**src/rtl/dmem_port_arbiter_if.sv**
```systemverilog
// -----------------------------------------------------------------------------
// dmem_port_arbiter_if
// Bundles the two requester handshakes and the byte-wide data-memory port
// that dmem_port_arbiter sits between.
//
//   Requester n (n = 0 core load/store, n = 1 debug/DMA):
//     reqn   request, held until gntn
//     wen    1 = store, 0 = load
//     addrn  starting byte address
//     sizen  0 byte, 1 half, 2 word, 3 double
//     unsn   load zero-extend (1) / sign-extend (0)
//     wdatan store data, low bytes used
//     gntn   one-cycle pulse, command accepted
//     donen  one-cycle pulse, access complete
//     rdatan extended load result, held until the next load done
//   Memory:
//     mem_read / mem_write / mem_addr / mem_wdata  towards the memory
//     mem_rdata                                    from the memory
//
// slave  : the arbiter's view.
// master : the requesters' and memory's view (used by the testbench).
// -----------------------------------------------------------------------------
interface dmem_port_arbiter_if #(
  parameter int addr_size   = 64,
  parameter int data_length = 64
);
  logic                   req0,   req1;
  logic                   we0,    we1;
  logic [addr_size-1:0]   addr0,  addr1;
  logic [1:0]             size0,  size1;
  logic                   uns0,   uns1;
  logic [data_length-1:0] wdata0, wdata1;
  logic                   gnt0,   gnt1;
  logic                   done0,  done1;
  logic [data_length-1:0] rdata0, rdata1;

  logic                   mem_read;
  logic                   mem_write;
  logic [addr_size-1:0]   mem_addr;
  logic [7:0]             mem_wdata;
  logic [7:0]             mem_rdata;

  modport slave (
    input  req0, req1, we0, we1, addr0, addr1, size0, size1,
           uns0, uns1, wdata0, wdata1, mem_rdata,
    output gnt0, gnt1, done0, done1, rdata0, rdata1,
           mem_read, mem_write, mem_addr, mem_wdata
  );

  modport master (
    output req0, req1, we0, we1, addr0, addr1, size0, size1,
           uns0, uns1, wdata0, wdata1, mem_rdata,
    input  gnt0, gnt1, done0, done1, rdata0, rdata1,
           mem_read, mem_write, mem_addr, mem_wdata
  );
endinterface

```
**src/rtl/dmem_port_arbiter.sv**
```systemverilog
// -----------------------------------------------------------------------------
// dmem_port_arbiter
// Shares one byte-wide data memory between two requesters with round-robin
// arbitration. A granted 1/2/4/8-byte access is played out as one byte beat
// per clock, little-endian, then a single DONE cycle reports completion and
// (for loads) presents the sign/zero-extended result.
//
// Ports:
//   clk    rising-edge clock
//   reset  asynchronous, active-high; aborts any access in flight
//   bus    dmem_port_arbiter_if.slave (requester handshakes + memory port)
//
// Every output is a flop: the memory writes level-sensitively, so mem_addr,
// mem_wdata and mem_write must only move on clock edges. data_length must be
// 64.
// -----------------------------------------------------------------------------
module dmem_port_arbiter #(
  parameter int addr_size   = 64,
  parameter int data_length = 64
) (
  input  logic               clk,
  input  logic               reset,
  dmem_port_arbiter_if.slave bus
);

  typedef enum logic [1:0] {
    IDLE = 2'd0,
    XFER = 2'd1,
    DONE = 2'd2
  } state_t;

  // Index of the final beat for a given access size (N-1).
  function automatic logic [2:0] last_beat(input logic [1:0] sz);
    logic [2:0] lb;
    case (sz)
      2'd0:    lb = 3'd0;
      2'd1:    lb = 3'd1;
      2'd2:    lb = 3'd3;
      default: lb = 3'd7;
    endcase
    return lb;
  endfunction

  // Extend the assembled load result from bit 8N-1.
  function automatic logic [data_length-1:0] extend(
    input logic [data_length-1:0] r,
    input logic [1:0]             sz,
    input logic                   u
  );
    logic [data_length-1:0] v;
    case (sz)
      2'd0:    v = {{56{~u & r[7]}},  r[7:0]};
      2'd1:    v = {{48{~u & r[15]}}, r[15:0]};
      2'd2:    v = {{32{~u & r[31]}}, r[31:0]};
      default: v = r;
    endcase
    return v;
  endfunction

  // FSM and latched command
  state_t                 state_q,  state_d;
  logic [2:0]             beat_q,   beat_d;
  logic                   last_q,   last_d;    // port granted most recently
  logic                   owner_q,  owner_d;   // port being serviced
  logic                   we_q,     we_d;
  logic [addr_size-1:0]   addr_q,   addr_d;
  logic [1:0]             size_q,   size_d;
  logic                   uns_q,    uns_d;
  logic [data_length-1:0] wdata_q,  wdata_d;
  logic [data_length-1:0] result_q, result_d;

  // Registered outputs
  logic                   gnt0_q,      gnt0_d;
  logic                   gnt1_q,      gnt1_d;
  logic                   done0_q,     done0_d;
  logic                   done1_q,     done1_d;
  logic [data_length-1:0] rdata0_q,    rdata0_d;
  logic [data_length-1:0] rdata1_q,    rdata1_d;
  logic                   mem_read_q,  mem_read_d;
  logic                   mem_write_q, mem_write_d;
  logic [addr_size-1:0]   mem_addr_q,  mem_addr_d;
  logic [7:0]             mem_wdata_q, mem_wdata_d;

  // Arbitration: a lone requester wins; on a tie the port not granted last.
  logic any_req;
  logic sel_port;

  always_comb begin
    // NOTE: every signal written in a combinational block gets a default
    // first, so no path leaves it unassigned and no latch is inferred.
    any_req  = bus.req0 | bus.req1;
    sel_port = 1'b0;
    if (bus.req0 && bus.req1) begin
      sel_port = ~last_q;
    end else if (bus.req1) begin
      sel_port = 1'b1;
    end
  end

  // ---------------------------------------------------------------------------
  // State register
  // ---------------------------------------------------------------------------
  always_ff @(posedge clk or posedge reset) begin
    // NOTE: sequential state uses non-blocking assignments so every flop
    // samples pre-edge values regardless of statement order; the async reset
    // clears all of them immediately, which also drops mem_write mid-access.
    if (reset) begin
      state_q     <= IDLE;
      beat_q      <= '0;
      last_q      <= 1'b1;
      owner_q     <= 1'b0;
      we_q        <= 1'b0;
      addr_q      <= '0;
      size_q      <= '0;
      uns_q       <= 1'b0;
      wdata_q     <= '0;
      result_q    <= '0;
      gnt0_q      <= 1'b0;
      gnt1_q      <= 1'b0;
      done0_q     <= 1'b0;
      done1_q     <= 1'b0;
      rdata0_q    <= '0;
      rdata1_q    <= '0;
      mem_read_q  <= 1'b0;
      mem_write_q <= 1'b0;
      mem_addr_q  <= '0;
      mem_wdata_q <= '0;
    end else begin
      state_q     <= state_d;
      beat_q      <= beat_d;
      last_q      <= last_d;
      owner_q     <= owner_d;
      we_q        <= we_d;
      addr_q      <= addr_d;
      size_q      <= size_d;
      uns_q       <= uns_d;
      wdata_q     <= wdata_d;
      result_q    <= result_d;
      gnt0_q      <= gnt0_d;
      gnt1_q      <= gnt1_d;
      done0_q     <= done0_d;
      done1_q     <= done1_d;
      rdata0_q    <= rdata0_d;
      rdata1_q    <= rdata1_d;
      mem_read_q  <= mem_read_d;
      mem_write_q <= mem_write_d;
      mem_addr_q  <= mem_addr_d;
      mem_wdata_q <= mem_wdata_d;
    end
  end

  // ---------------------------------------------------------------------------
  // Next state: arbitration, command latch, beat sequencing, load assembly
  // ---------------------------------------------------------------------------
  always_comb begin
    state_d  = state_q;
    beat_d   = beat_q;
    last_d   = last_q;
    owner_d  = owner_q;
    we_d     = we_q;
    addr_d   = addr_q;
    size_d   = size_q;
    uns_d    = uns_q;
    wdata_d  = wdata_q;
    result_d = result_q;

    case (state_q)
      IDLE: begin
        if (any_req) begin
          state_d  = XFER;
          beat_d   = '0;
          last_d   = sel_port;
          owner_d  = sel_port;
          we_d     = sel_port ? bus.we1    : bus.we0;
          addr_d   = sel_port ? bus.addr1  : bus.addr0;
          size_d   = sel_port ? bus.size1  : bus.size0;
          uns_d    = sel_port ? bus.uns1   : bus.uns0;
          wdata_d  = sel_port ? bus.wdata1 : bus.wdata0;
          result_d = '0;
        end
      end

      XFER: begin
        // The load byte for this beat is on mem_rdata now; capture it at the edge.
        if (!we_q) begin
          result_d[{beat_q, 3'b000} +: 8] = bus.mem_rdata;
        end
        if (beat_q == last_beat(size_q)) begin
          state_d = DONE;
        end else begin
          beat_d = beat_q + 3'd1;
        end
      end

      DONE: begin
        state_d = IDLE;
        beat_d  = '0;
      end

      default: begin
        state_d = IDLE;
        beat_d  = '0;
      end
    endcase
  end

  // ---------------------------------------------------------------------------
  // Outputs: the values each output flop takes for the coming cycle
  // ---------------------------------------------------------------------------
  always_comb begin
    gnt0_d      = 1'b0;
    gnt1_d      = 1'b0;
    done0_d     = 1'b0;
    done1_d     = 1'b0;
    rdata0_d    = rdata0_q;
    rdata1_d    = rdata1_q;
    mem_read_d  = 1'b0;
    mem_write_d = 1'b0;
    mem_addr_d  = '0;
    mem_wdata_d = '0;

    // Grant pulse coincides with the first beat.
    if (state_q == IDLE && state_d == XFER) begin
      gnt0_d = ~owner_d;
      gnt1_d =  owner_d;
    end

    // Beat k drives address base+k (wrapping) and, for stores, byte k.
    if (state_d == XFER) begin
      mem_read_d  = ~we_d;
      mem_write_d =  we_d;
      mem_addr_d  = addr_d + addr_size'(beat_d);
      if (we_d) begin
        mem_wdata_d = wdata_d[{beat_d, 3'b000} +: 8];
      end
    end

    // Completion: extend using result_d, which already holds the final byte.
    if (state_d == DONE) begin
      done0_d = ~owner_q;
      done1_d =  owner_q;
      if (!we_q) begin
        if (owner_q) begin
          rdata1_d = extend(result_d, size_q, uns_q);
        end else begin
          rdata0_d = extend(result_d, size_q, uns_q);
        end
      end
    end
  end

  assign bus.gnt0      = gnt0_q;
  assign bus.gnt1      = gnt1_q;
  assign bus.done0     = done0_q;
  assign bus.done1     = done1_q;
  assign bus.rdata0    = rdata0_q;
  assign bus.rdata1    = rdata1_q;
  assign bus.mem_read  = mem_read_q;
  assign bus.mem_write = mem_write_q;
  assign bus.mem_addr  = mem_addr_q;
  assign bus.mem_wdata = mem_wdata_q;

endmodule

```
**src/flat_wrapper.sv**
```systemverilog
// flat-port wrapper written by rule: the top's interface ports become plain ports
module dmem_port_arbiter_flat 
#(
  parameter int addr_size   = 64,
  parameter int data_length = 64
)
  (clk, reset, bus_req0, bus_req1, bus_we0, bus_we1, bus_addr0, bus_addr1, bus_size0, bus_size1, bus_uns0, bus_uns1, bus_wdata0, bus_wdata1, bus_mem_rdata, bus_gnt0, bus_gnt1, bus_done0, bus_done1, bus_rdata0, bus_rdata1, bus_mem_read, bus_mem_write, bus_mem_addr, bus_mem_wdata);
  dmem_port_arbiter_if #(.addr_size(addr_size), .data_length(data_length)) bus_i ();
  input  logic clk;
  input  logic reset;
  input wire logic [$bits(bus_i.req0)-1:0] bus_req0;
  input wire logic [$bits(bus_i.req1)-1:0] bus_req1;
  input wire logic [$bits(bus_i.we0)-1:0] bus_we0;
  input wire logic [$bits(bus_i.we1)-1:0] bus_we1;
  input wire logic [$bits(bus_i.addr0)-1:0] bus_addr0;
  input wire logic [$bits(bus_i.addr1)-1:0] bus_addr1;
  input wire logic [$bits(bus_i.size0)-1:0] bus_size0;
  input wire logic [$bits(bus_i.size1)-1:0] bus_size1;
  input wire logic [$bits(bus_i.uns0)-1:0] bus_uns0;
  input wire logic [$bits(bus_i.uns1)-1:0] bus_uns1;
  input wire logic [$bits(bus_i.wdata0)-1:0] bus_wdata0;
  input wire logic [$bits(bus_i.wdata1)-1:0] bus_wdata1;
  input wire logic [$bits(bus_i.mem_rdata)-1:0] bus_mem_rdata;
  output wire logic [$bits(bus_i.gnt0)-1:0] bus_gnt0;
  output wire logic [$bits(bus_i.gnt1)-1:0] bus_gnt1;
  output wire logic [$bits(bus_i.done0)-1:0] bus_done0;
  output wire logic [$bits(bus_i.done1)-1:0] bus_done1;
  output wire logic [$bits(bus_i.rdata0)-1:0] bus_rdata0;
  output wire logic [$bits(bus_i.rdata1)-1:0] bus_rdata1;
  output wire logic [$bits(bus_i.mem_read)-1:0] bus_mem_read;
  output wire logic [$bits(bus_i.mem_write)-1:0] bus_mem_write;
  output wire logic [$bits(bus_i.mem_addr)-1:0] bus_mem_addr;
  output wire logic [$bits(bus_i.mem_wdata)-1:0] bus_mem_wdata;
  assign bus_i.req0 = bus_req0;
  assign bus_i.req1 = bus_req1;
  assign bus_i.we0 = bus_we0;
  assign bus_i.we1 = bus_we1;
  assign bus_i.addr0 = bus_addr0;
  assign bus_i.addr1 = bus_addr1;
  assign bus_i.size0 = bus_size0;
  assign bus_i.size1 = bus_size1;
  assign bus_i.uns0 = bus_uns0;
  assign bus_i.uns1 = bus_uns1;
  assign bus_i.wdata0 = bus_wdata0;
  assign bus_i.wdata1 = bus_wdata1;
  assign bus_i.mem_rdata = bus_mem_rdata;
  assign bus_gnt0 = bus_i.gnt0;
  assign bus_gnt1 = bus_i.gnt1;
  assign bus_done0 = bus_i.done0;
  assign bus_done1 = bus_i.done1;
  assign bus_rdata0 = bus_i.rdata0;
  assign bus_rdata1 = bus_i.rdata1;
  assign bus_mem_read = bus_i.mem_read;
  assign bus_mem_write = bus_i.mem_write;
  assign bus_mem_addr = bus_i.mem_addr;
  assign bus_mem_wdata = bus_i.mem_wdata;
  dmem_port_arbiter #(.addr_size(addr_size), .data_length(data_length)) u_core (.clk(clk), .reset(reset), .bus(bus_i));
endmodule
```
**config.mk**
```make
export PLATFORM = sky130hd
export DESIGN_NAME = dmem_port_arbiter_flat
export DESIGN_NICKNAME = d
export VERILOG_FILES = /design/src/rtl/dmem_port_arbiter_if.sv /design/src/rtl/dmem_port_arbiter.sv /design/src/flat_wrapper.sv
export SDC_FILE = /design/constraint.sdc
export NUM_CORES = 1
export LEC_CHECK = 0
export BUFFER_PORTS_ARGS = -buffer_cell sky130_fd_sc_hd__buf_2
export CORE_MARGIN = 2
export CORE_UTILIZATION = 55
export CTS_BUF_LIST = sky130_fd_sc_hd__clkbuf_4
export DETAILED_ROUTE_END_ITERATION = 16
export PLACE_DENSITY = 0.83
export RECOVER_POWER = 100
export SLEW_MARGIN = 20
export SYNTH_ARGS = -nofsm -noshare
export SYNTH_HDL_FRONTEND = slang
export SYNTH_SLANG_ARGS = --single-unit
export TNS_END_PERCENT = 20
```
**constraint.sdc**
```tcl
create_clock -name clk -period 15.2 [get_ports clk]
set_clock_uncertainty 0.2 [all_clocks]
set_input_delay 2.28 -clock clk [delete_from_list [all_inputs] [get_ports clk]]
set_output_delay 2.28 -clock clk [all_outputs]
set_load 0.02 [all_outputs]
```
# Yosys cells after proc, flatten, opt, wreduce, memory -nomap -nowiden
# Cells that the tools add are included.
totals:
  ff_bits: 409
  inputBits: 276
  output_inout_bits: 206
op_classes:
  muxes: 37
  addsub: 3
  bitwise_logic: 10
  eq_ne: 6
  reduce_logical: 7
  shifts: 3
ops:
  columns: ["op", "count"]
  rows:
  - ["64-bit two-way mux", 9]
  - ["64-bit one-hot mux with 3 select lines", 1]
  - ["64-bit one-hot mux with 2 select lines", 1]
  - ["64-bit by 3-bit adder with 64-bit output", 1]
  - ["64-bit bitwise mux", 1]
  - ["8-bit by 8-bit variable shift with 64-bit output (first input constant)", 1]
  - ["64-bit by 7-bit indexed part select with 8-bit output", 1]
  - ["8-bit by 8-bit indexed part select with 64-bit output", 1]
  - ["8-bit two-way mux", 2]
  - ["1-bit two-way mux", 14]
  - ["3-bit two-way mux", 3]
  - ["3-bit one-hot mux with 3 select lines", 1]
  - ["6-bit negation with 8-bit output", 1]
  - ["2-bit by 1-bit == test with 1-bit output (second input constant)", 3]
  - ["2-bit two-way mux", 3]
  - ["1-bit NOT", 6]
  - ["3-bit one-hot mux with 2 select lines", 1]
  - ["3-bit AND reduction", 2]
  - ["2-bit == test (second input constant)", 2]
  - ["2-bit logical NOT", 2]
  - ["2-bit one-hot mux with 2 select lines", 1]
  - ["3-bit by 1-bit adder with 3-bit output (second input constant)", 1]
  - ["1-bit AND", 3]
  - ["3-bit == test", 1]
  - ["3 further kinds", 4]

# Longest topological paths before layout
depth:
  word_depth: 9
  depth_mapped: 25
  mapped_depth_nobuf: 16

# Worst setup path before layout
# Ideal clock, no wire load.
synth_path:
  path_type: "in2reg"
  startpoint: "input bus_req0"
  endpoint: "register u_core.mem_addr_q[46], in the netlist u_core.bus.mem_addr[46]"
  path_stages: 24
  t_arrival_ns: 6.786
  slack_ns: 8.095
  setup_ns: 0.119
  required_ns: 14.881
  path_cell_list: "buf_2 -> nor2_4 -> nor2_8 -> buf_4 -> buf_6 -> buf_2 -> buf_2 -> buf_1 -> buf_1 -> buf_1 -> nor2_1 -> a31oi_1 -> ha_1 -> inv_1 -> fa_1 -> nor2b_1 -> nor2_1 -> a211oi_1 -> nand2_1 -> nor4_1 -> nand3_1 -> clkbuf_1 -> o31a_1 -> o21a_1"
synth_between:
  elab_chain_cells: 7
  word_cells_on_any_way: 13
synth_rtl:
  columns: ["element", "line", "source"]
  rows:
  - ["start: declaration", "flat_wrapper.sv:11", "input wire logic [$bits(bus_i.req0)-1:0] bus_req0;"]
  - ["1-bit logical AND", "dmem_port_arbiter.sv:93", "if (bus.req0 && bus.req1) begin"]
  - ["1-bit two-way mux", "dmem_port_arbiter.sv:93", null]
  - ["64-bit two-way mux", "dmem_port_arbiter.sv:175", "addr_d = sel_port ? bus.addr1 : bus.addr0;"]
  - ["64-bit two-way mux *", "dmem_port_arbiter.sv:169", "if (any_req) begin"]
  - ["64-bit two-way mux *", "dmem_port_arbiter.sv:167", "case (state_q)"]
  - ["named net u_core.addr_d[0]", "dmem_port_arbiter.sv:66", "logic [addr_size-1:0] addr_q, addr_d;"]
  - ["64-bit by 3-bit adder with 64-bit output *", "dmem_port_arbiter.sv:232", "mem_addr_d = addr_d + addr_size'(beat_d);"]
  - ["64-bit two-way mux *", "dmem_port_arbiter.sv:229", "if (state_d == XFER) begin"]
  - ["named net u_core.mem_addr_d[46]", "dmem_port_arbiter.sv:81", "logic [addr_size-1:0] mem_addr_q, mem_addr_d;"]
  - ["end signal: assignment", "dmem_port_arbiter.sv:147", "mem_addr_q <= mem_addr_d;"]
  - ["end: declaration", "dmem_port_arbiter.sv:81", null]
# Mark *: on every way through the listed nets, which the timed path passes. The rest lies on a longest branch.
# A chain may end at the register's enable or synchronous reset.

# Worst setup path in the final report
layout_path:
  startpoint: "input bus_req1"
  endpoint: "register u_core.mem_addr_q[63], in the netlist u_core.bus.mem_addr[63]"
layout_between:
  elab_chain_cells: 7
  word_cells_on_any_way: 14
layout_rtl:
  columns: ["element", "line", "source"]
  rows:
  - ["start: declaration", "flat_wrapper.sv:12", "input wire logic [$bits(bus_i.req1)-1:0] bus_req1;"]
  - ["1-bit two-way mux / 1-bit logical AND (equally long branches)", "dmem_port_arbiter.sv:95, dmem_port_arbiter.sv:93", null]
  - ["1-bit two-way mux", "dmem_port_arbiter.sv:93", null]
  - ["64-bit two-way mux", "dmem_port_arbiter.sv:175", null]
  - ["64-bit two-way mux", "dmem_port_arbiter.sv:169", null]
  - ["64-bit two-way mux", "dmem_port_arbiter.sv:167", null]
  - ["64-bit by 3-bit adder with 64-bit output", "dmem_port_arbiter.sv:232", null]
  - ["64-bit two-way mux *", "dmem_port_arbiter.sv:229", null]
  - ["named net u_core.mem_addr_d[63]", "dmem_port_arbiter.sv:81", null]
# Marks and branches as above.

==> results.py <==
metrics = {
    "run_status": {
        "status": "finished with violations",
        "violations": "capacitance limit, slew limit",
    },
    "finish": {
        "fin_nets": 2758,
        "drive_above_1_share_pct": 18.3,
        "stdcell_area_um2": 22000,
        "area_growth_pct": 18.0,
        "fin_util_pct": 65.6,
        "layoutNonFillerInstCount": 2992,
    },
    "clock_network": {
        "clkSlewWorstSetupHoldPaths_ns": 0.06,
        "ctsHoldBuffers": 0,
        "htree_num_levels": 3,
        "cts_made_buffers": 102,
        "clk_root_buffer_cell": "clkbuf_4",
        "cts_setup_buffers": 0,
        "clock_path_buffers": 3,
        "cts_resized": 0,
        "cts_tree": "built",
        "insertion_delay_ns": 0.81,
        "cts.sinks": 409,
    },
    "placement": {
        "gp_congestion": 0.917,
        "placedCellCount": 2819,
        "dp_hpwl_um": 40600,
        "port_buffers": 481,
        "place_ws_ns": 7.72,
        "place_area_um2": 21100,
    },
    "setup_path": {
        "crit_buf_inv": 2,
        "crit_required_ns": 15.66,
        "crit_family": "simple AND/OR/NAND/NOR gates",
        "cp-start-kind": "input port",
        "path_cells": "clkbuf_1 > nor2_1 > nor2_1 > clkbuf_1 > o21ai_0 > nor4_4 > nand4_1 > or4_1 > a21oi_1",
        "cp_data_arrival_time_ns": 10.60,
        "crit_fanout": 75,
        "crit_slowest_cell": "clkbuf_1",
        "critical_path.max_stage_delay_ns": 2.38,
        "cp-end-kind": "register",
        "path_class": "in2reg",
    },
    "global_route": {
        "grt_antenna_before_repair": 10,
        "grt-ovfl-total": 0,
        "grt_max_degree": 131,
        "track_usage_pct": 32.4,
        "grt_pass1_wl_um": 90600,
        "grt_pass1_vias": 17300,
    },
    "logic_synthesis": {
        "synth_cell_types": 80,
        "synth_edf_count": 0,
        "netlist_area_um2": 18600,
        "ys_seq_area_share_pct": 55.0,
        "syn_avg_cell_area_um2": 9.21,
        "syn_nets": 2303,
        "syn_inst": 2020,
        "async_flop_share_pct": 100,
        "ys.flop_type": "dfrtp_1",
        "ys_ff_latch": 409,
        "yosys_warnings": 0,
    },
    "power_and_ir_drop": {
        "pwr-share-comb_pct": 44.8,
        "p_leak_nw": 9.99,
        "p_per_area_nw_per_um2": 213,
        "power_mw": 4.67,
        "switching_power_mw": 2.08,
        "ir_drop_v": 0.000122,
        "power_frac_seq_pct": 36.4,
        "sw_frac_of_total_pct": 44.5,
        "p_int_mw": 2.59,
        "p_clk_share_pct": 18.8,
    },
    "timing": {
        "hold_ws_ns": 0.247,
        "hold_violations": 0,
        "rsz0062_at_grt": "no",
        "fin_crit_ns": 10.14,
        "slew_headroom_pct": -274,
        "setup_viol": 0,
        "post-route-worst-setup-slack_ns": 5.06,
        "finalCritPeriodShare_pct": 66.7,
        "slew_viol_final": 675,
        "tightest_slew_ns": 5.57,
        "fmax_mhz": 98.6,
        "final.setup.tns_ns": 0,
    },
    "detailed_routing": {
        "antenna_left": 0,
        "finalWirelength_um": 57900,
        "wl_per_cell_um": 19.4,
        "vias": 17700,
        "drc_errors": 0,
        "dr.pass1.iters": 6,
        "avgViaCountPerCell": 5.90,
        "drt_iter0_drc": 1584,
    },
    "floorplanning": {
        "start_util_pct": 55.6,
        "rows": 67,
        "core_area_um2": 33400,
        "dieHeight_um": 188,
        "die_w_um": 188,
        "die_area_um2": 35300,
        "ioPinCount": 482,
    },
    "run": {
        "maxCapViolations": 12,
    },
    "worst_hold_path": {
        "hp-class": "reg2reg",
    },
}
==> cell usage in the layout, fill, tap and decap left out, types with 41 or more instances in the layout <==
| cell | instances |
|---|---|
| o21ai_0 | 172 |
| a31oi_1 | 102 |
| nor2_1 | 157 |
| dfrtp_1 | 408 |
| buf_2 | 274 |
| a21oi_1 | 130 |
| nand2_1 | 465 |
| clkbuf_4 | 138 |
| inv_1 | 41 |
| nand3_1 | 51 |
| clkbuf_1 | 216 |
==> logic make-up after synthesis <==
kind of cell | after synthesis | share of synthesized area, %
buffers and inverters | 190 | 4.34
xor gates and xnor gates | 28 | 1.32
muxes | 40 | 2.23
adders and majority gates | 7 | 0.511
and+or+nand+nor | 824 | 19.7
DFF | 409 | 55.0
AOI/OAI and AO/OA | 522 | 16.9
==> per-layer routing <==
metal,GRT usage (%),wire [um],part of all wire [%],vias up
met5,0,0,0,-
met4,15.1,2490,4.3,0
met3,7.02,4930,8.5,174
met2,52.8,27700,48,1000
met1,41.7,22800,39,8514
li1,-,-,-,7973
==> power by group through the flow <==
stage | Sequential, mW | Clock (mW) | Combinational, mW
2_1_floorplan | 1.84 | 0 | 1.30
3_5_place_dp | 1.70 | 0 | 2.10
5_1_grt | 1.73 | 0.957 | 2.28
3_3_place_gp | 1.69 | 0 | 2.04
6_report | 1.70 | 0.880 | 2.09
4_1_cts | 1.69 | 0.898 | 2.11
==> flip-flops by register name, indices dropped and copies added (netlist names), 2 cells and up <==
register              cells
u_core.size_q             2
u_core.bus.rdata1        64
u_core.result_q          64
u_core.bus.rdata0        64
u_core.addr_q            64
u_core.beat_q             3
u_core.state_q            2
u_core.bus.mem_addr      64
u_core.wdata_q           64
u_core.bus.mem_wdata      8
==> synth_stat cells, types with 11 or more instances <==
cell type  count  area, um2
mux2_2        12        135
nand3_1       50        250
a21oi_1      132        661
buf_1         20       75.1
o21ai_0      171        856
mux2i_1       28        280
nor2_1       157        589
dfrtp_1      408      10200
a22o_1        14        123
a31oi_1      102        638
o31ai_1       11       82.6
inv_1         41        154
clkbuf_1      87        327
or4_1         12       90.1
nand4_1       20        125
nand2_1      466       1750
buf_2         26        130
xor2_1        15        131
xnor2_1       13        114
or3_1         34        213
==> path summary, 6_finish.rpt <==
check                             startpoint                 endpoint  slack, ns  cells after the start
hold / removal                u_core.owner_q         u_core.bus.done0       0.25                      1
hold reg to reg               u_core.owner_q         u_core.bus.done0       0.25                      1
min in group asynchronous              reset       u_core.wdata_q[50]       3.02                      2
max in group asynchronous              reset    u_core.bus.rdata1[43]       6.76                      3
setup / recovery                    bus_req1  u_core.bus.mem_addr[63]       5.06                      9
setup reg to reg           u_core.state_q[1]  u_core.bus.mem_addr[63]       5.81                      8
==> area by class of cell <==
cell class              count  area [um2]
flip-flops and latches    409       10200
clock inverters            25         158
multi-input cells        1421        7530
diodes                     10        25.0
inverters                  43         163
fillers                  2807       11500
well taps                 448         561
repair buffers            498        2250
clock buffers             138        1040
(Power assumes the default switching activity.)
